`src/rtl/demux3.sv`:
```
// Registered 1-to-8 result distributor with a per-channel valid/ack handshake and an occupancy count.
// Optional DEMUX3_OVERWRITE_EN: writes are never refused, and overwriting unconsumed data sets a sticky overflow flag.
module demux3 #(
  parameter int unsigned WIDTH = 16
) (
  input  logic             clk,
  input  logic             rst_n,
  input  logic [WIDTH-1:0] in_data,
  input  logic [2:0]       in_sel,
  input  logic             in_valid,
  output logic             in_ready,
  output logic [WIDTH-1:0] o0,
  output logic [WIDTH-1:0] o1,
  output logic [WIDTH-1:0] o2,
  output logic [WIDTH-1:0] o3,
  output logic [WIDTH-1:0] o4,
  output logic [WIDTH-1:0] o5,
  output logic [WIDTH-1:0] o6,
  output logic [WIDTH-1:0] o7,
  output logic [7:0]       out_valid,
  input  logic [7:0]       out_ack,
  output logic [3:0]       count,
  output logic             overflow
);

  logic [WIDTH-1:0] hold [8];
  logic [7:0]       valid_nxt;
  logic [3:0]       count_nxt;
  logic             accept;

  always_comb begin
`ifdef DEMUX3_OVERWRITE_EN
    in_ready = 1'b1;
`else
    // A same-cycle ack frees the slot, so the channel can be refilled every cycle.
    in_ready = !out_valid[in_sel] || out_ack[in_sel];
`endif
  end

  assign accept = in_valid && in_ready;

  // Acks clear their bits first; a write then sets its bit, so ack+write on one channel stays valid.
  always_comb begin
    valid_nxt = out_valid & ~out_ack;
    if (accept) valid_nxt[in_sel] = 1'b1;
    count_nxt = 4'($countones(valid_nxt));
  end

  always_ff @(posedge clk or negedge rst_n) begin
    if (!rst_n) begin
      hold      <= '{default: '0};
      out_valid <= '0;
      count     <= '0;
    end else begin
      if (accept) hold[in_sel] <= in_data;
      out_valid <= valid_nxt;
      count     <= count_nxt;
    end
  end

`ifdef DEMUX3_OVERWRITE_EN
  always_ff @(posedge clk or negedge rst_n) begin
    if (!rst_n)
      overflow <= 1'b0;
    else if (accept && out_valid[in_sel] && !out_ack[in_sel])
      overflow <= 1'b1;
  end
`else
  assign overflow = 1'b0;
`endif

  assign o0 = hold[0];
  assign o1 = hold[1];
  assign o2 = hold[2];
  assign o3 = hold[3];
  assign o4 = hold[4];
  assign o5 = hold[5];
  assign o6 = hold[6];
  assign o7 = hold[7];

endmodule

```
`config.mk`:
```
export PLATFORM = sky130hd
export DESIGN_NAME = demux3
export DESIGN_NICKNAME = d
export VERILOG_FILES = /design/src/rtl/demux3.sv
export SDC_FILE = /design/constraint.sdc
export NUM_CORES = 1
export LEC_CHECK = 0
export BUFFER_PORTS_ARGS = -buffer_cell sky130_fd_sc_hd__buf_2
export CELL_PAD_IN_SITES_DETAIL_PLACEMENT = 0
export CELL_PAD_IN_SITES_GLOBAL_PLACEMENT = 1
export CORE_ASPECT_RATIO = 0.9
export CORE_MARGIN = 2
export CORE_UTILIZATION = 30
export CTS_CLUSTER_DIAMETER = 60
export DETAILED_ROUTE_END_ITERATION = 12
export PLACE_DENSITY = 0.66
export SYNTH_ARGS = -nofsm -noshare
export SYNTH_HDL_FRONTEND = slang
export SYNTH_SLANG_ARGS = --single-unit
```
`constraint.sdc`:
```
create_clock -name clk -period 5.3 [get_ports clk]
set_clock_uncertainty 0.2 [all_clocks]
set_input_delay 1.06 -clock clk [delete_from_list [all_inputs] [get_ports clk]]
set_output_delay 1.06 -clock clk [all_outputs]
set_load 0.02 [all_outputs]
```
==> key figures, run 1 <==
Final layout
  – Commonest non-fill, non-tap cells in the layout: buf_2 (168), dfrtp_1 (140), nand3_1 (131)
  – Commonest non-fill, non-tap cell in the layout: buf_2
  – Fillers: 3415
  – Fin cells: 1679
  – Layout cell share with drive strength beyond 1: 23.8%
  – Fin nets: 1281
  – Ant. Diodes: 0
  – Area delta synth->final: 15.3%

Power
  – Seq pwr share: 35.0%
  – P_sw: 2.24 mW
  – Clock network power share: 24.8%
  – Combinational power share: 40.2%
  – Overall power: 5.12 mW
  – Leakage: 4.42 nW
  – PD cells: 446 mW/mm^2
  – Sw Share: 43.8%
  – Int Pwr: 2.87 mW
  – VDD IR max: 0.000201 V

Yosys
  – Post-Syn Instances: 1186
  – Syn Nets: 1223
  – Synthesized area per cell: 8.39 um^2
  – Seq/Total Area, Yosys: 35.2%
  – Synth cell types: 42
  – Asr flop ratio synth: 100%
  – Netlist Area Pre-Place: 0.00995 mm^2
  – Yosys warning count: 0
  – Ys flop type: dfrtp_1
  – Post-synthesis register bit count: 140
  – Post-synth EDFFs: 0

Critical path
  – Worst reg2reg endpoint: count[2]$_DFF_PN0_
  – Flop2flop setup slack: 1.26 ns
  – Setup crit end kind: flip-flop
  – Startpoint Class: primary input
  – Critical path type: primary input to flip-flop
  – Crit path arrival time: 4.71 ns
  – FF-to-FF path depth: 12
  – CP required: 5.42 ns
  – Crit-path max FO: 9
  – RR Startpoint: out_valid[3]$_DFF_PN0_

CTS
  – Clock Pin Slew Worst Setup and Hold Paths: 0.07 ns
  – Bufs on Longest Clock Path: 2
  – Hold-fix buffers, CTS: 0
  – CTS tree: done
  – Total CTS buffers: 17
  – Post-cts gate resize count: 0
  – Setup Fix Bufs, Post-CTS: 0
  – Clock Sink Count: 140
  – Root buf cell: clkbuf_16
  – H-tree Lvls: 4
  – Worst-Skew Late Latency: 0.43 ns

Detailed routing
  – DR WL/cell: 25.4 um
  – Iter 0 DRT Violations: 1237
  – Post-route ant nets: 0
  – Drt pass-1 iters: 5
  – Post-detailed-routing wire length: 42600 um
  – # DRC: 0
  – Vias/cell: 6.24
  – Via count: 10.5k

Floorplanning
  – Chip width: 196 um
  – Die Y: 177 um
  – Core box area: 0.0328 mm^2
  – I/O pin cnt: 172
  – Die area: 0.0347 mm^2
  – Starting density of the core: 30.4%
  – Std-Cell Rows: 63

Placed design
  – PortBufs: 170
  – DP Cell Count: 1647
  – DPL Wire Length: 24400 um
  – RD Place Congestion: 0.844

Timing
  – Fin crit share: 86.5%
  – Slew margin rel.: 20.7%
  – Min Tclk post-route: 4.59 ns
  – Setup TNS: 0 ns
  – Final Setup Violations: 0
  – Fmax: 218 MHz
  – Least-Margin Pin Slew: 1.19 ns
  – RSZ-0062 raised after global routing: no
  – Slew Viols, Final: 0
  – Fin. Hold Viols: 0

Worst hold path
  – Hold Path Sink: o3[6]$_DFFE_PN0P_
  – Hold WC Path Type: flip-flop to flip-flop
  – Hold depth: 2
  – Hold wc startpoint: o3[6]$_DFFE_PN0P_

Run
  – Max cap viols: 0

GRT
  – Vias in the first global route: 9868
  – GR Util All Layers: 24.1%
  – First-pass GRT wire length: 64600 um
  – Initial antenna violation count: 0
  – GRT Residual Overflow: 0
  – Largest net degree at the start of global routing: 94

Status
  – Status: finished, final reports clean
cell families (layout without fill, tap and decap cells):
family,Yosys count,count (layout),synth area share [%]
AO/OA/AOI/OAI,411,411,31.3
XOR/XNOR,1,1,0.0880
adder cells (fa/ha/maj),7,7,1.18
buffers and inverters,180,251,8.66
flip-flops,140,140,35.2
multiplexers,10,10,1.36
other,1,1,0.0377
AND/OR/NAND/NOR,436,436,22.2
flip-flops by register name (all words and copies together), names as in the netlist:
name	count
out_valid	8
o2	16
o7	16
o5	16
o4	16
count	4
o0	16
o3	16
o1	16
o6	16
synth_stat cells (5+ instances only):
cell type	number	area, um^2
o311ai_0	116	1020
buf_1	12	45.0
clkbuf_1	84	315
inv_1	16	60.1
nand2_1	21	78.8
o311ai_1	12	105
buf_6	15	169
o32ai_1	5	43.8
a21oi_1	81	405
a21boi_0	126	946
clkbuf_2	10	50.1
nand4_1	128	801
nor2_1	128	480
nand2b_1	17	106
nand3_1	131	656
buf_2	40	200
dfrtp_1	140	3500
a21oi_2	49	429
power by group through the flow:
| stage | combinational [mW] | clock (mW) | sequential, mW |
|---|---|---|---|
| after floorplan | 0.882 | 0 | 2.18 |
| after global placement | 2.05 | 0 | 1.79 |
| after detailed placement | 2.07 | 0 | 1.81 |
| after CTS | 2.08 | 1.29 | 1.79 |
| after global routing | 2.23 | 1.34 | 1.84 |
| final | 2.06 | 1.27 | 1.79 |
critical path: stages:
cell,delay (ns)
buf_2,0.23
mux2i_1,0.39
o32a_2,0.27
a31oi_1,0.12
o32a_1,0.33
fa_1,0.57
fa_1,0.45
fa_1,0.49
inv_1,0.07
ha_1,0.16
inv_1,0.06
fa_1,0.37
xnor2_1,0.13
worst max path at each step:
stage               startpoint  slack, ns            endpoint
detailed placement   in_sel[1]       0.28  count[2]$_DFF_PN0_
finish               in_sel[1]       0.71  count[2]$_DFF_PN0_
CTS                  in_sel[1]       0.72  count[2]$_DFF_PN0_
floorplan            in_sel[1]       0.43  count[2]$_DFF_PN0_
global route         in_sel[1]       0.55  count[1]$_DFF_PN0_
global placement     in_sel[1]       0.33  count[1]$_DFF_PN0_
area by class of cell:
type,instances,area [um^2],area share (%)
clock buffers,17,425,3.71
clock inverters,15,166,1.45
inverters,16,60.1,0.523
multi-input cells,866,5660,49.3
flip-flops and latches,140,3500,30.5
well taps,422,528,4.60
repair buffers,203,1130,9.86
per-layer routing:
metal	GRT usage, %	up-vias	share of wire [%]
li1	-	4689	-
met1	34.9	5272	46
met2	34.7	452	43
met3	6.00	65	8.3
met4	7.86	0	2.7
met5	0	-	0
through the flow:
stage,hold WS [ns],setup slack (ns),area (um^2),utilization (%)
4_1_cts,0.392,0.721,11500,35.0
3_3_place_gp,0.356,0.332,10900,33.2
6_report,0.385,0.715,11500,35.0
3_5_place_dp,0.366,0.278,10900,33.2
5_1_grt,0.404,0.553,11500,35.0
2_1_floorplan,0.442,0.433,9950,-
(Power assumes the default switching activity.)
==> run 2, diff against run 1 <==
ABC_AREA = 1   (was default)
PLACE_DENSITY = 0.69   (was 0.66)
==> run 2 against run 1 <==
Effect of this change: sequential power fell by 20%; clock power fell by 13%; synthesized cell count fell by 41%; register-to-register slack improved by 0.06 ns; largest cell class is now flip-flops and latches; via count fell by 48%; cell area fell by 32%; clock-buffer cell count rose by 7.
==> key figures, run 2 <==
Status
  – Status: finished, final reports clean

CTS
  – Root buf cell: clkbuf_16
  – Setup Fix Bufs, Post-CTS: 0 (unchanged)
  – Bufs on Longest Clock Path: 2 (unchanged)
  – CTS tree: done
  – H-tree Lvls: 4 (unchanged)
  – Worst-Skew Late Latency: 0.42 ns (about the same)
  – Clock Pin Slew Worst Setup and Hold Paths: 0.06 ns (about the same)
  – Total CTS buffers: 17 (unchanged)
  – Hold-fix buffers, CTS: 0 (unchanged)
  – Post-cts gate resize count: 0 (unchanged)
  – Clock Sink Count: 140 (unchanged)

Yosys
  – Synth cell count leaders: nand2_1 (288), dfrtp_1 (140), nand4_1 (132), buf_2 (19), inv_1 (19)
  – Netlist Area Pre-Place: 0.00630 mm^2 (-37%)
  – Seq/Total Area, Yosys: 55.6% (+20 points)
  – Most numerous cell in the Yosys netlist: nand2_1
  – Asr flop ratio synth: 100% (unchanged)
  – Post-synthesis register bit count: 140 (unchanged)
  – Post-synth EDFFs: 0 (unchanged)
  – Syn Nets: 736 (-40%)
  – Post-Syn Instances: 699 (-41%)
  – Share of the synthesized area in the top cell type: 55.6% (+20 points)
  – Ys flop type: dfrtp_1
  – Synthesized area per cell: 9.01 um^2 (+7.3%)
  – Area contributors post-synth: dfrtp_1 (56%), nand2_1 (17%), nand4_1 (13%), buf_2 (1.5%), nand3_4 (1.4%)
  – Yosys warning count: 0 (unchanged)
  – Area leader, netlist: dfrtp_1
  – Synth cell types: 29 (-31%)

Power
  – VDD IR max: 0.000183 V (-8.9%)
  – Seq pwr share: 41.6% (+6.6 points)
  – PD cells: 444 mW/mm^2 (-0.34%)
  – Combinational power share: 26.6% (-14 points)
  – Sw Share: 35.2% (-8.7 points)
  – Clock network power share: 31.8% (+7.0 points)
  – Leakage: 4.27 nW (-3.5%)
  – Int Pwr: 2.24 mW (-22%)
  – P_sw: 1.22 mW (-46%)

Final layout
  – Ant. Diodes: 0 (unchanged)
  – Commonest non-fill, non-tap cell in the layout: nand2_1
  – Fin area: 0.00779 mm^2 (-32%)
  – Layout cell share with drive strength beyond 1: 27.3% (+3.5 points)
  – Fin nets: 873 (-32%)
  – Area delta synth->final: 23.7%
  – Commonest non-fill, non-tap cells in the layout: nand2_1 (288), buf_2 (168), dfrtp_1 (140)

Detailed routing
  – Vias/cell: 4.86 (-22%)
  – # DRC: 0 (unchanged)
  – Post-route ant nets: 0 (unchanged)
  – DR WL/cell: 18.9 um (-25%)
  – Via count: 5495 (-48%)
  – Drt pass-1 iters: 5 (unchanged)
  – Iter 0 DRT Violations: 458 (-63%)
  – Post-detailed-routing wire length: 21400 um (-50%)

Timing
  – Least-Margin Pin Slew: 0.929 ns (-0.260 ns)
  – WHS: 0.261 ns (-0.124 ns)
  – RSZ-0062 raised after global routing: no
  – Slew Viols, Final: 0 (unchanged)
  – Setup TNS: 0 ns (unchanged)
  – Fin crit share: 86.6% (+0.088 points)
  – Fmax: 218 MHz (-0.10%)
  – Setup ws final: 0.710 ns (-0.00465 ns)
  – Fin. Hold Viols: 0 (unchanged)
  – Min Tclk post-route: 4.59 ns (+0.00465 ns)
  – Slew margin rel.: 38.0% (+17 points)
  – Final Setup Violations: 0 (unchanged)

Worst hold path
  – Hold WC Path Type: flip-flop to flip-flop
  – Hold depth: 2 (unchanged)

GRT
  – Initial antenna violation count: 0 (unchanged)
  – GRT Residual Overflow: 0 (unchanged)
  – Vias in the first global route: 5293 (-46%)
  – First-pass GRT wire length: 32500 um (-50%)
  – Largest net degree at the start of global routing: 89 (-5.3%)
  – GR Util All Layers: 19.8% (-4.3 points)

Floorplanning
  – Starting density of the core: 30.4% (+0.058 points)
  – Die area: 0.0222 mm^2 (-36%)
  – Die Y: 141 um (-20%)
  – Chip width: 157 um (-20%)
  – Core box area: 0.0207 mm^2 (-37%)
  – Std-Cell Rows: 50 (-21%)
  – I/O pin cnt: 172 (unchanged)

Critical path
  – CP Launch Point: in_sel[0]
  – FF-to-FF path depth: 16 (+4)
  – Critical path type: primary input to flip-flop
  – Crit path arrival time: 4.69 ns (-0.02 ns)
  – RR Startpoint: out_valid[4]$_DFF_PN0_
  – Startpoint Class: primary input
  – CP required: 5.40 ns (-0.02 ns)
  – Crit-path max FO: 17 (+8)
  – Slowest-stage cell, CP: fa_1
  – Flop2flop setup slack: 1.32 ns (+0.06 ns)
  – Crit path to: count[2]$_DFF_PN0_
  – Worst reg2reg endpoint: count[2]$_DFF_PN0_
  – Most used cell, CP: fa_1
  – Worst stage delay on the critical path: 0.54 ns (-0.03 ns)
  – Critical-path cell list: buf_2, inv_2, nor2_1, nor3_2, nor2_2, nand2_2, nand2_4, nand3_4, nand2_1, inv_1, fa_1, fa_1, fa_1, inv_1, ha_1, inv_1, fa_1, xnor2_1
  – Setup crit end kind: flip-flop

Placed design
  – DPL Wire Length: 13700 um (-44%)
  – PortBufs: 170 (unchanged)
  – RD Place Congestion: 0.811 (-4.0%)
  – DP Worst Slack: 0.278 ns (+0.000768 ns)
  – Placed cell area: 0.00727 mm^2 (-33%)

Run
  – Max cap viols: 0 (unchanged)
[run 2: changes by cell type after synthesis, sizes merged, moves of 6 or more]
cell / delta
nand2: +270
a21oi: -130
a21boi: -128
o311ai: -128
nand3: -120
nor2: -119
clkbuf: -63
buf: -33
nand2b: -17
inv: +7
mux2: -6
[run 2: critical path, delay by kind of cell]
family                   cells  cell delay (ns)
adder cells (fa/ha/maj)      5             2.00
AND/OR/NAND/NOR              7             0.92
buffers and inverters        5             0.58
XOR/XNOR                     1             0.13
[run 2: area by class of cell]
type / instances / area, um^2
tap: 286 / 358
multi-input combinational: 466 / 2330
clock buffer: 24 / 482
timing repair buffer: 186 / 980
fill: 2156 / 12900
sequential: 140 / 3500
inverter: 25 / 98.8
clock inverter: 3 / 40.0
[run 2: worst min-delay path by stage]
stage                  startpoint                  to  slack (ns)
6_report       o2[15]$_DFFE_PN0P_  o2[15]$_DFFE_PN0P_        0.26
5_1_grt         o4[8]$_DFFE_PN0P_   o4[8]$_DFFE_PN0P_        0.28
4_1_cts        o2[15]$_DFFE_PN0P_  o2[15]$_DFFE_PN0P_        0.27
3_5_place_dp   o2[15]$_DFFE_PN0P_  o2[15]$_DFFE_PN0P_        0.25
3_3_place_gp    o5[3]$_DFFE_PN0P_   o5[3]$_DFFE_PN0P_        0.25
2_1_floorplan  o4[10]$_DFFE_PN0P_  o4[10]$_DFFE_PN0P_        0.38
[run 2: cells by family after synthesis]
kind of cell             after synthesis  share of synthesized area (%)
other                                  1                         0.0595
XOR/XNOR                               1                          0.139
buffers and inverters                 93                           7.39
adder cells (fa/ha/maj)                7                           1.87
AND/OR/NAND/NOR                      448                           34.1
AO/OA/AOI/OAI                          9                          0.775
flip-flops                           140                           55.6
[run 2: per-stage QoR]
step                      std cells  utilization (%)  total power, mW
after CTS                      1130             37.6             3.50
after global placement         1103             35.1             2.38
final                          1130             37.6             3.46
after global routing           1130             37.6             3.66
after floorplan                 699                -             2.00
after detailed placement       1103             35.1             2.39
[run 2: power groups by stage]
| stage | registers (mW) | clock network [mW] | logic, mW |
|---|---|---|---|
| after global routing | 1.47 | 1.17 | 1.02 |
| after floorplan | 1.72 | 0 | 0.280 |
| after CTS | 1.44 | 1.12 | 0.932 |
| after global placement | 1.46 | 0 | 0.923 |
| final | 1.44 | 1.10 | 0.921 |
| after detailed placement | 1.46 | 0 | 0.931 |
[run 2: metal layers]
layer,track usage [%],share of wire [%],vias up
li1,-,-,2608
met1,27.8,45,2659
met2,29.0,45,196
met3,5.35,7.4,32
met4,7.63,2.5,0
met5,0,0,-
==> run 3, diff against run 2 <==
BUFFER_PORTS_ARGS = default   (was -buffer_cell sky130_fd_sc_hd__buf_2)
CORE_ASPECT_RATIO = 0.7   (was 0.9)
DONT_BUFFER_PORTS = 1   (was default)
PLACE_DENSITY = 0.6   (was 0.69)
==> run 3 against run 2 <==
Effect of this change: clock-buffer cell count shrank 5; die area is essentially flat; worst hold slack lost 0.13 ns; utilization shrank 3.8 points; sequential share of layout area grew 5.1 points; clock power grew 15%; via count shrank 8.2%; global-route usage grew 0.39 points; non-clock buffer count shrank 173; fmax grew 1.3%; critical path type unchanged; largest cell class unchanged; highest routed layer unchanged.
==> key figures, run 3 (synthesis gave the netlist of run 2 again) <==
Timing
  – Fin. Hold Viols: 0 (unchanged)
  – Setup TNS: 0 ns (unchanged)
  – Fmax: 221 MHz (+1.3%)
  – RSZ-0062 raised after global routing: no
  – Final Setup Violations: 0 (unchanged)
  – Slew margin rel.: 52.0% (+14 points)
  – Slew Viols, Final: 0 (unchanged)
  – Least-Margin Pin Slew: 0.716 ns (-0.214 ns)
  – Fin crit share: 85.5% (-1.1 points)
  – Min Tclk post-route: 4.53 ns (-0.0585 ns)

CTS
  – Bufs on Longest Clock Path: 2 (unchanged)
  – Setup Fix Bufs, Post-CTS: 0 (unchanged)
  – Hold-fix buffers, CTS: 0 (unchanged)
  – Total CTS buffers: 17 (unchanged)
  – H-tree Lvls: 4 (unchanged)
  – Clock Sink Count: 140 (unchanged)
  – Post-cts gate resize count: 0 (unchanged)
  – Root buf cell: clkbuf_16
  – Clock Pin Slew Worst Setup and Hold Paths: 0.06 ns (about the same)
  – CTS tree: done
  – Worst-Skew Late Latency: 0.42 ns (about the same)

Power
  – Leakage: 3.53 nW (-17%)
  – PD cells: 479 mW/mm^2 (+7.7%)
  – VDD IR max: 0.000185 V (+1.1%)

Final layout
  – Fin nets: 700 (-20%)
  – Commonest non-fill, non-tap cell in the layout: nand2_1
  – Layout cell share with drive strength beyond 1: 9.76% (-17 points)
  – Fillers: 2146 (-0.46%)
  – Area of the multi-input gates: 0.00233 mm^2 (unchanged)
  – Area delta synth->final: 11.0%
  – Ant. Diodes: 0 (unchanged)
  – Commonest non-fill, non-tap cells in the layout: nand2_1 (288), dfrtp_1 (140), nand4_1 (132)
  – Fin area: 0.00699 mm^2 (-10%)
  – Reg area: 0.00350 mm^2 (unchanged)

Critical path
  – Crit path arrival time: 4.64 ns (-0.05 ns)
  – RR Startpoint: out_valid[5]$_DFF_PN0_
  – Critical-path cell list: inv_2, nand2_1, nand2_1, nand2_1, nand2_1, nand2_1, nand2_1, inv_2, nand2_4, nand3_4, nand2_1, inv_1, fa_1, fa_1, fa_1, inv_1, ha_1, inv_1, fa_1, xnor2_1
  – Critical path type: primary input to flip-flop
  – Slowest-stage cell, CP: fa_1
  – Startpoint Class: primary input
  – Worst reg2reg endpoint: count[2]$_DFF_PN0_
  – Worst stage delay on the critical path: 0.52 ns (-0.02 ns)
  – CP Launch Point: in_sel[0]
  – Setup crit end kind: flip-flop
  – Flop2flop setup slack: 0.98 ns (-0.34 ns)
  – Crit-path max FO: 33 (+16)
  – FF-to-FF path depth: 16 (unchanged)
  – CP required: 5.41 ns (about the same)
  – Most used cell, CP: nand2_1

Detailed routing
  – DR WL/cell: 22.9 um (+21%)
  – # DRC: 0 (unchanged)
  – Post-detailed-routing wire length: 21800 um (+2.1%)
  – Via count: 5044 (-8.2%)
  – Vias/cell: 5.30 (+9.0%)
  – Iter 0 DRT Violations: 425 (-7.2%)
  – Post-route ant nets: 0 (unchanged)
  – Drt pass-1 iters: 5 (unchanged)

Floorplanning
  – Die area: 0.0222 mm^2 (about the same)
  – Starting density of the core: 30.5% (+0.092 points)
  – Chip width: 177 um (+13%)
  – Std-Cell Rows: 44 (-12%)
  – I/O pin cnt: 172 (unchanged)
  – Die Y: 125 um (-11%)
  – Core box area: 0.0206 mm^2 (-0.30%)

Status
  – Status: finished, final reports clean

Run
  – Max cap viols: 0 (unchanged)

GRT
  – First-pass GRT wire length: 32900 um (+0.95%)
  – Largest net degree at the start of global routing: 141 (+58%)
  – Vias in the first global route: 5004 (-5.5%)
  – Initial antenna violation count: 0 (unchanged)
  – GR Util All Layers: 20.2% (+0.39 points)
  – GRT Residual Overflow: 0 (unchanged)

Placed design
  – PortBufs: 0 (-100%)
  – RD Place Congestion: 0.846 (+4.4%)
  – DPL Wire Length: 13800 um (+0.77%)
  – Placed cell area: 0.00637 mm^2 (-12%)

Worst hold path
  – Hold WC Path Type: primary input to asynchronous set/reset pin
## run 3: changes by cell type in the layout (fill, tap and decap cells not counted), sizes merged
| cell | before | now |
|---|---|---|
| clkbuf | 24 | 19 |
| buf | 186 | 13 |
| clkinvlp | 0 | 2 |
| inv | 23 | 25 |
| bufinv | 1 | 3 |
| clkinv | 4 | 8 |
## run 3: worst max-delay path by stage
| stage | to | slack (ns) |
|---|---|---|
| floorplan | count[2]$_DFF_PN0_ | 0.61 |
| global placement | count[2]$_DFF_PN0_ | 0.41 |
| detailed placement | count[2]$_DFF_PN0_ | 0.35 |
| CTS | count[2]$_DFF_PN0_ | 0.77 |
| global route | count[2]$_DFF_PN0_ | 0.43 |
| finish | count[2]$_DFF_PN0_ | 0.77 |
## run 3: worst max-delay path: cells and delay by family
family	cells	cell delay [ns]
fa+ha+maj	5	1.97
buf+inv	5	0.39
xor+xnor	1	0.13
simple gates	9	1.05
## run 3: routing by layer
metal  vias up  track usage, %  share of wire [%]
li1       2262               -                  -
met1      2497            28.0                 44
met2       264            28.1                 42
met3        21            9.52                 13
met4         0            5.35                1.3
met5         -               0                  0
## run 3: through the flow
stage / setup WS (ns) / hold WS [ns] / std cells / power, mW / utilization (%)
floorplan: 0.608 / 0.377 / 699 / 2.00 / -
global placement: 0.412 / 0.404 / 920 / 2.09 / 30.9
detailed placement: 0.346 / 0.407 / 920 / 2.11 / 30.9
CTS: 0.770 / 0.116 / 952 / 3.39 / 33.9
global route: 0.434 / 0.106 / 952 / 3.51 / 33.9
finish: 0.768 / 0.133 / 952 / 3.35 / 33.9
## run 3: power breakdown
part	internal, mW	switching, mW
Clock	0.768	0.497
Combinational	0.111	0.183
Sequential	1.30	0.492
## run 3: area by class of cell
cell class	instances	share of cell area, %
inverter	25	1.41
multi-input combinational	466	33.3
timing repair buffer	13	1.40
sequential	140	50.1
tap	276	4.94
clock inverter	13	2.34
clock buffer	19	6.48
